## config.mk

```make
export PLATFORM = sky130hd
export DESIGN_NAME = ps2_key_ctrl
export DESIGN_NICKNAME = d
export VERILOG_FILES = /design/src/rtl/ps2_pkg.sv /design/src/rtl/ps2_evt_fifo.sv /design/src/rtl/ps2_key_ctrl.sv
export SDC_FILE = /design/constraint.sdc
export NUM_CORES = 1
export LEC_CHECK = 0
export ABC_AREA = 1
export BUFFER_PORTS_ARGS = -buffer_cell sky130_fd_sc_hd__buf_2
export CORE_MARGIN = 2
export CORE_UTILIZATION = 55
export DETAILED_ROUTE_END_ITERATION = 8
export GPL_TIMING_DRIVEN = 0
export MAX_ROUTING_LAYER = met4
export PLACE_DENSITY_LB_ADDON = 0.15
export SLEW_MARGIN = 30
export SYNTH_ARGS = -nofsm -noshare
export SYNTH_HDL_FRONTEND = slang
export SYNTH_SLANG_ARGS = --single-unit
```

## constraint.sdc

```tcl
create_clock -name clk -period 4.3 [get_ports clk]
set_input_delay 0.86 -clock clk [delete_from_list [all_inputs] [get_ports clk]]
set_output_delay 0.86 -clock clk [all_outputs]
set_load 0.01 [all_outputs]
```

## src/rtl/ps2_pkg.sv

```systemverilog
// ps2_pkg: shared definitions for the PS/2 scan-code sequencer.
//   - set-2 prefix and receiver error byte constants
//   - decoder state encoding
//   - 10-bit key event type {brk, ext, code}
package ps2_pkg;

  localparam logic [7:0] PS2_EXT  = 8'hE0;
  localparam logic [7:0] PS2_BRK  = 8'hF0;
  localparam logic [7:0] PS2_ERR0 = 8'h00;
  localparam logic [7:0] PS2_ERR1 = 8'hFF;

  typedef enum logic [1:0] {
    S_IDLE    = 2'd0,
    S_EXT     = 2'd1,
    S_BRK     = 2'd2,
    S_EXT_BRK = 2'd3
  } ps2_state_e;

  typedef struct packed {
    logic       brk;
    logic       ext;
    logic [7:0] code;
  } ps2_evt_t;

  // A byte that opens or extends a prefix sequence.
  function automatic logic is_prefix(input logic [7:0] b);
    return (b == PS2_EXT) || (b == PS2_BRK);
  endfunction

endpackage

```

## src/rtl/ps2_evt_fifo.sv

```systemverilog
// ps2_evt_fifo: synchronous FIFO of ps2_evt_t entries.
// Ports:
//   clk, rst      clock, asynchronous active-high reset
//   push, wdata   write request and entry; accepted when not full or when
//                 a pop happens in the same cycle
//   pop           read request; honoured only when not empty
//   rdata         head entry, driven straight from storage
//   full, empty   occupancy flags
module ps2_evt_fifo
  import ps2_pkg::*;
#(
  parameter int DEPTH = 4
) (
  input  logic     clk,
  input  logic     rst,
  input  logic     push,
  input  ps2_evt_t wdata,
  input  logic     pop,
  output ps2_evt_t rdata,
  output logic     full,
  output logic     empty
);

  localparam int AW = $clog2(DEPTH);
  localparam int CW = AW + 1;

  ps2_evt_t        mem_q [DEPTH];
  logic [AW-1:0]   wr_ptr_q, wr_ptr_d;
  logic [AW-1:0]   rd_ptr_q, rd_ptr_d;
  logic [CW-1:0]   count_q,  count_d;
  logic            do_push;
  logic            do_pop;

  assign full  = (count_q == CW'(DEPTH));
  assign empty = (count_q == {CW{1'b0}});
  assign rdata = mem_q[rd_ptr_q];

  // A full FIFO still takes a write when the head leaves in the same cycle.
  always_comb begin
    do_pop   = pop & ~empty;
    do_push  = push & (~full | do_pop);
    wr_ptr_d = wr_ptr_q;
    rd_ptr_d = rd_ptr_q;
    count_d  = count_q;
    if (do_push) begin
      wr_ptr_d = wr_ptr_q + AW'(1);
    end else begin
      wr_ptr_d = wr_ptr_q;
    end
    if (do_pop) begin
      rd_ptr_d = rd_ptr_q + AW'(1);
    end else begin
      rd_ptr_d = rd_ptr_q;
    end
    if (do_push && !do_pop) begin
      count_d = count_q + CW'(1);
    end else if (do_pop && !do_push) begin
      count_d = count_q - CW'(1);
    end else begin
      count_d = count_q;
    end
  end

  // Pointer, occupancy and storage registers.
  always_ff @(posedge clk or posedge rst) begin
    if (rst) begin
      wr_ptr_q <= {AW{1'b0}};
      rd_ptr_q <= {AW{1'b0}};
      count_q  <= {CW{1'b0}};
      for (int i = 0; i < DEPTH; i++) begin
        mem_q[i] <= '0;
      end
    end else begin
      wr_ptr_q <= wr_ptr_d;
      rd_ptr_q <= rd_ptr_d;
      count_q  <= count_d;
      if (do_push) begin
        mem_q[wr_ptr_q] <= wdata;
      end
    end
  end

endmodule

```

## src/rtl/ps2_key_ctrl.sv

```systemverilog
// ps2_key_ctrl: resolves set-2 E0/F0 prefixes from the PS/2 byte receiver
// into key events, suppresses typematic repeats, tracks the held key and a
// press counter, and queues events in ps2_evt_fifo for a valid/ready consumer.
// Ports:
//   clk, rst                      clock, asynchronous active-high reset
//   rx_data, rx_ready             receiver byte and its one-cycle strobe
//   evt_valid, evt_ready          consumer handshake on the FIFO head
//   evt_code, evt_ext, evt_break  head event fields
//   key_down, cur_code, cur_ext   currently held key state
//   press_count                   accepted make events, wrapping
//   overflow, proto_err           sticky error flags
module ps2_key_ctrl
  import ps2_pkg::*;
#(
  parameter int FIFO_DEPTH = 4,
  parameter int CNT_W      = 8
) (
  input  logic             clk,
  input  logic             rst,
  input  logic [7:0]       rx_data,
  input  logic             rx_ready,
  output logic             evt_valid,
  input  logic             evt_ready,
  output logic [7:0]       evt_code,
  output logic             evt_ext,
  output logic             evt_break,
  output logic             key_down,
  output logic [7:0]       cur_code,
  output logic             cur_ext,
  output logic [CNT_W-1:0] press_count,
  output logic             overflow,
  output logic             proto_err
);

  ps2_state_e       state_q, state_d;
  logic             key_down_q, key_down_d;
  logic [7:0]       cur_code_q, cur_code_d;
  logic             cur_ext_q, cur_ext_d;
  logic [CNT_W-1:0] press_count_q, press_count_d;
  logic             overflow_q, overflow_d;
  logic             proto_err_q, proto_err_d;

  logic             is_make;
  logic             is_brk;
  logic             evt_ext_flag;
  logic             push;
  ps2_evt_t         push_evt;
  ps2_evt_t         head_evt;
  logic             fifo_full;
  logic             fifo_empty;
  logic             pop;

  // Prefix decoder: classifies each strobed byte and advances the state.
  always_comb begin
    state_d      = state_q;
    proto_err_d  = proto_err_q;
    is_make      = 1'b0;
    is_brk       = 1'b0;
    evt_ext_flag = 1'b0;
    if (rx_ready) begin
      case (state_q)
        S_IDLE: begin
          if (rx_data == PS2_EXT) begin
            state_d = S_EXT;
          end else if (rx_data == PS2_BRK) begin
            state_d = S_BRK;
          end else if ((rx_data == PS2_ERR0) || (rx_data == PS2_ERR1)) begin
            state_d = S_IDLE;
          end else begin
            is_make = 1'b1;
          end
        end
        S_EXT: begin
          if (rx_data == PS2_BRK) begin
            state_d = S_EXT_BRK;
          end else if (rx_data == PS2_EXT) begin
            state_d = S_EXT;
          end else begin
            is_make      = 1'b1;
            evt_ext_flag = 1'b1;
            state_d      = S_IDLE;
          end
        end
        S_BRK, S_EXT_BRK: begin
          // A prefix inside a break sequence is malformed; abandon it.
          if (is_prefix(rx_data)) begin
            proto_err_d = 1'b1;
          end else begin
            is_brk       = 1'b1;
            evt_ext_flag = (state_q == S_EXT_BRK);
          end
          state_d = S_IDLE;
        end
        default: begin
          state_d = S_IDLE;
        end
      endcase
    end else begin
      state_d = state_q;
    end
  end

  // Key tracking, repeat suppression and event generation.
  always_comb begin
    key_down_d    = key_down_q;
    cur_code_d    = cur_code_q;
    cur_ext_d     = cur_ext_q;
    press_count_d = press_count_q;
    push          = 1'b0;
    push_evt      = '{brk: is_brk, ext: evt_ext_flag, code: rx_data};
    if (is_make) begin
      // Same key still held: typematic repeat, nothing to report.
      if (key_down_q && (cur_ext_q == evt_ext_flag) && (cur_code_q == rx_data)) begin
        push = 1'b0;
      end else begin
        push          = 1'b1;
        key_down_d    = 1'b1;
        cur_code_d    = rx_data;
        cur_ext_d     = evt_ext_flag;
        press_count_d = press_count_q + CNT_W'(1);
      end
    end else if (is_brk) begin
      push = 1'b1;
      if ((cur_ext_q == evt_ext_flag) && (cur_code_q == rx_data)) begin
        key_down_d = 1'b0;
      end else begin
        key_down_d = key_down_q;
      end
    end else begin
      push = 1'b0;
    end
  end

  assign pop = ~fifo_empty & evt_ready;

  // A push that meets a full FIFO with no pop is lost.
  always_comb begin
    if (push && fifo_full && !pop) begin
      overflow_d = 1'b1;
    end else begin
      overflow_d = overflow_q;
    end
  end

  // Decoder and key-state registers.
  always_ff @(posedge clk or posedge rst) begin
    if (rst) begin
      state_q       <= S_IDLE;
      key_down_q    <= 1'b0;
      cur_code_q    <= 8'h00;
      cur_ext_q     <= 1'b0;
      press_count_q <= {CNT_W{1'b0}};
      overflow_q    <= 1'b0;
      proto_err_q   <= 1'b0;
    end else begin
      state_q       <= state_d;
      key_down_q    <= key_down_d;
      cur_code_q    <= cur_code_d;
      cur_ext_q     <= cur_ext_d;
      press_count_q <= press_count_d;
      overflow_q    <= overflow_d;
      proto_err_q   <= proto_err_d;
    end
  end

  ps2_evt_fifo #(
    .DEPTH (FIFO_DEPTH)
  ) u_fifo (
    .clk   (clk),
    .rst   (rst),
    .push  (push),
    .wdata (push_evt),
    .pop   (pop),
    .rdata (head_evt),
    .full  (fifo_full),
    .empty (fifo_empty)
  );

  assign evt_valid   = ~fifo_empty;
  assign evt_code    = head_evt.code;
  assign evt_ext     = head_evt.ext;
  assign evt_break   = head_evt.brk;
  assign key_down    = key_down_q;
  assign cur_code    = cur_code_q;
  assign cur_ext     = cur_ext_q;
  assign press_count = press_count_q;
  assign overflow    = overflow_q;
  assign proto_err   = proto_err_q;

endmodule
```

==> impl_results.rst <==
.. list-table::
   :header-rows: 1

   * - Metric
     - Value
   * - Cell type with the highest aggregate area in the netlist
     - sky130_fd_sc_hd__dfrtp_1
   * - Worst min-delay path endpoint
     - u_fifo.mem_q[27]
   * - Cell depth of the worst flop-to-flop path
     - 14
   * - Leakage power of the design
     - between 2 and 2.5 nW
   * - Buffers on Ports
     - 39
   * - Via/cell ratio
     - around 5.5
   * - Number of buffers created by CTS
     - 9
   * - Final number of setup-violating endpoints
     - 0
   * - First-pass GRT wire length
     - 14800 um
   * - Worst-case vdd ir drop
     - between 0.0003 and 0.0004 V
   * - Number of inserted filler cells in the final layout
     - 571
   * - Initial drt markers
     - 318
   * - Num ports
     - 43
   * - Residual DRC count
     - 0
   * - Startpoint of the most critical hold path
     - u_fifo.mem_q[27]
   * - Clock latency on the worst-skew pair
     - between 300 and 400 ps
   * - Height of the die
     - roughly 85 um
   * - Number of gates given a new drive strength after cts
     - 0
   * - Number of core rows
     - 29
   * - Critical Path Sink Type
     - flip-flop
   * - DR top layer
     - met4
   * - Post-Route Skew
     - roughly 12 ps
   * - Placeable core area
     - approximately 6300 sq um
   * - Post-synthesis sequential area ratio
     - between 40% and 50%
   * - Most area-consuming cells after synthesis
     - sky130_fd_sc_hd__dfrtp_1 48%, sky130_fd_sc_hd__nand2_1 16%, sky130_fd_sc_hd__nand4_1 7.2%
   * - Number of buffers between clock root and the deepest sink
     - 2
   * - H-tree depth
     - 3
   * - Portion of synthesized cell area occupied by the leading cell type
     - 48.2%
   * - Wire length after detailed routing
     - between 8000 and 9000 um
   * - Fraction of final layout cells with drive strength greater than 1
     - between 15 and 20%
   * - Synth-to-Final Area Change
     - 14.1%
   * - Routed metal-1 wire length
     - 3880 um
   * - Congestion Overflow GR
     - 0
   * - CP Class
     - input port to flip-flop
   * - Worst R2R End
     - u_fifo.count_q[2]
   * - Achievable frequency
     - about 320 MHz
   * - Count of final max-slew check failures
     - 0
   * - Area of the multi-input gates
     - ~1600 sq um
   * - Rel. slew slack
     - between 60 and 70%
   * - Final Net Count
     - between 500 and 600
   * - Vias in the first global route
     - approximately 3000
   * - Number of antenna violations at the first check in global routing
     - 0
   * - Category of the worst setup path launch point
     - input port
   * - Power per cell area
     - 735 nW/um^2
   * - Delay of the slowest cell on the worst path
     - ~370 ps
   * - Starting density of the core
     - a little under three fifths
   * - Routed length on met2
     - slightly above 4000 um
   * - Wire length per cell after detailed routing
     - approximately 15 um
   * - CTS tree
     - yes
   * - Reported max-cap violation count
     - 0
   * - Cell at the root of the clock tree
     - sky130_fd_sc_hd__clkbuf_8
   * - Library cell contributing the largest single delay on the critical path
     - sky130_fd_sc_hd__fa_1
   * - Overall track demand over capacity in global routing
     - between 20 and 30%
   * - Run status
     - complete, no violations
   * - Number of buffers inserted to repair setup after CTS
     - 0
   * - Worst Max-Slew Pin Slew
     - approximately 570 ps
   * - Arrival time reported for the critical path endpoint
     - approximately 3400 ps
   * - CP cell instances
     - buf_2 > inv_1 > nand2_1 > nor2_1 > o21ai_4 > nand2_2 > nand2_1 > nand4_1 > nand2_2 > nand2_4 > nand2_1 > inv_1 > ha_1 > inv_1 > fa_1 > a21oi_1 > o21ai_0 > xor2_1
   * - Part of the cycle the worst path needs
     - between 70% and 80%
   * - Total power of the final layout
     - about 0.0030 W
   * - Hold Violations, Final
     - 0
   * - Number of different library cells in the post-synthesis netlist
     - 30
   * - Total inserted antenna cells
     - 0
   * - Flop and latch count out of synthesis
     - 69
   * - CP required
     - 4530 ps
   * - Register Area
     - 1730 sq um
   * - Netlist Area Pre-Place
     - 3580 sq um
   * - Detailed-placement wirelength estimate
     - around 6000 um
   * - Launch instance of the worst register-to-register path
     - state_q[0]
   * - Worst-path clk slew
     - 80 ps
   * - Count of nets left with antenna violations after detail routing
     - 0
   * - Number of standard cells after synthesis
     - 446
   * - Total placed instance area
     - 3900 sq um
   * - Tightest Hold Check Type
     - flip-flop to flip-flop
   * - Worst slack at placement
     - between 700 and 800 ps
   * - Mapped Nets
     - 465
   * - Per-instance average area after synthesis
     - approximately 8.0 sq um
   * - Count of cells along the worst hold path
     - 2
   * - Fin area
     - between 4000 and 5000 sq um
   * - Yosys Warn Count
     - 0
   * - R2R setup slack
     - between 1500 and 2000 ps
   * - Number of hold buffers added after cts
     - 0
   * - Final estimated routing congestion in global placement
     - 0.884
   * - Setup WS post-layout
     - between 1000 and 1500 ps
   * - Number of detailed-routing iterations run before antenna repair
     - 5
   * - Maximum number of pins on one net before global-route repair
     - 40
   * - Met3 wirelength from detailed routing
     - approximately 530 um
   * - Post-layout minimum cycle time
     - approximately 3200 ps
   * - Vias
     - 3176
   * - Die Area
     - approximately 7000 sq um
   * - Post-Route Setup TNS
     - 0 ps
   * - RSZ-0062 raised after global routing
     - no
   * - Max FO, Critical Path
     - 8
   * - Number of sinks handled by clock tree synthesis
     - just under 70
   * - DIE WIDTH
     - around 85 um
==> per-layer routing <==
metal / track usage (%) / up-vias
met1: 38.0 / 1485
met4: 7.36 / 0
met3: 5.60 / 13
met2: 40.0 / 105
li1: - / 1573
met5: - / -
==> logic make-up (layout without fill, tap and decap cells) <==
family | Yosys count | in the layout | share of synthesized area, %
multiplexers | 1 | 1 | 0.314
AND/OR/NAND/NOR | 251 | 251 | 31.5
AO/OA/AOI/OAI | 51 | 51 | 8.31
buffers and inverters | 59 | 115 | 7.09
flip-flops | 69 | 69 | 48.2
adder cells (fa/ha/maj) | 7 | 7 | 2.65
XOR/XNOR | 8 | 8 | 1.96
==> cell usage in the layout (no fill, tap or decap), types with 2 or more instances in the layout <==
cell / netlist / final
sky130_fd_sc_hd__a21boi_0: 2 / 2
sky130_fd_sc_hd__a21oi_1: 2 / 2
sky130_fd_sc_hd__a31oi_1: 2 / 2
sky130_fd_sc_hd__buf_12: 1 / 2
sky130_fd_sc_hd__buf_2: 7 / 46
sky130_fd_sc_hd__buf_4: 2 / 2
sky130_fd_sc_hd__clkbuf_1: 13 / 14
sky130_fd_sc_hd__clkbuf_8: 0 / 10
sky130_fd_sc_hd__clkinv_2: 0 / 4
sky130_fd_sc_hd__dfrtp_1: 69 / 69
sky130_fd_sc_hd__ha_1: 6 / 6
sky130_fd_sc_hd__inv_1: 34 / 33
sky130_fd_sc_hd__inv_2: 2 / 2
sky130_fd_sc_hd__nand2_1: 149 / 149
sky130_fd_sc_hd__nand2_2: 2 / 2
sky130_fd_sc_hd__nand3_1: 12 / 12
sky130_fd_sc_hd__nand3_4: 3 / 3
sky130_fd_sc_hd__nand3b_1: 2 / 2
sky130_fd_sc_hd__nand4_1: 41 / 41
sky130_fd_sc_hd__nor2_1: 40 / 40
sky130_fd_sc_hd__o21ai_0: 30 / 30
sky130_fd_sc_hd__o21bai_1: 2 / 2
sky130_fd_sc_hd__o22ai_1: 10 / 10
sky130_fd_sc_hd__xnor2_1: 3 / 3
sky130_fd_sc_hd__xor2_1: 5 / 5
==> registers in the layout (all words and copies together), names as in the netlist <==
signal and cells:
cur_code 8, cur_ext 1, key_down 1, overflow 1, press_count 8, proto_err 1, state_q 2, u_fifo.count_q 3
u_fifo.mem_q 40, u_fifo.rd_ptr_q 2, u_fifo.wr_ptr_q 2
==> cells in the mapped netlist <==
master,count
sky130_fd_sc_hd__o22ai_1,10
sky130_fd_sc_hd__fa_1,1
sky130_fd_sc_hd__inv_2,2
sky130_fd_sc_hd__buf_12,1
sky130_fd_sc_hd__buf_4,2
sky130_fd_sc_hd__nand2_4,1
sky130_fd_sc_hd__nand3b_1,2
sky130_fd_sc_hd__mux2_2,1
sky130_fd_sc_hd__nor2_1,40
sky130_fd_sc_hd__nand3_4,3
sky130_fd_sc_hd__buf_2,7
sky130_fd_sc_hd__o21ai_0,30
sky130_fd_sc_hd__xor2_1,5
sky130_fd_sc_hd__nand4_1,41
sky130_fd_sc_hd__a21o_1,1
sky130_fd_sc_hd__o21bai_1,2
sky130_fd_sc_hd__a21oi_2,1
sky130_fd_sc_hd__inv_1,34
sky130_fd_sc_hd__nand2_2,2
sky130_fd_sc_hd__nand3_1,12
sky130_fd_sc_hd__a21boi_0,2
sky130_fd_sc_hd__dfrtp_1,69
sky130_fd_sc_hd__a31oi_1,2
sky130_fd_sc_hd__a21oi_1,2
sky130_fd_sc_hd__ha_1,6
sky130_fd_sc_hd__nand3_2,1
sky130_fd_sc_hd__xnor2_1,3
sky130_fd_sc_hd__o21ai_4,1
sky130_fd_sc_hd__nand2_1,149
sky130_fd_sc_hd__clkbuf_1,13
==> power breakdown <==
group          internal, W  switching [W]  total [W]
sequential        0.000928       0.000206    0.00113
clock             0.000280       0.000245   0.000525
combinational     0.000498       0.000847    0.00135
total              0.00171        0.00130    0.00301
==> worst max-delay path by stage <==
stage / startpoint / endpoint / slack, ps / cells after the start
6_report: rx_data[2] / u_fifo.count_q[2] / 1150 / 18
5_1_grt: rx_data[1] / u_fifo.count_q[2] / 850 / 18
4_1_cts: rx_data[1] / u_fifo.count_q[2] / 1160 / 18
3_5_place_dp: rx_data[2] / u_fifo.count_q[2] / 770 / 18
3_3_place_gp: rst / u_fifo.mem_q[13] / 840 / 2
2_1_floorplan: rx_data[7] / u_fifo.count_q[2] / 1200 / 16
==> cell type report <==
cell class              instances  share of cell area, %
clock buffers                  11                   3.46
flip-flops and latches         69                   42.2
plain buffers                  23                   2.91
inverters                      36                   3.37
repair buffers                 40                   5.26
clock inverters                 5                   1.22
multi-input cells             318                   39.2
well taps                      77                   2.36
==> worst max-delay path: cells and delay by family <==
kind	cells	cell delay [ps]
AOI/OAI and AO/OA	3	410
adders and majority gates	2	510
and+or+nand+nor	8	1050
xor gates and xnor gates	1	150
buffers and inverters	4	410
==> stage by stage <==
| stage | instances | hold WS (ps) | util (%) |
|---|---|---|---|
| floorplan | 446 | 437 | - |
| global placement | 562 | 449 | 61.4 |
| detailed placement | 563 | 454 | 61.7 |
| CTS | 579 | 472 | 64.7 |
| global route | 579 | 490 | 64.7 |
| finish | 579 | 476 | 64.7 |
No activity file was read; power rests on OpenSTA's default activity.
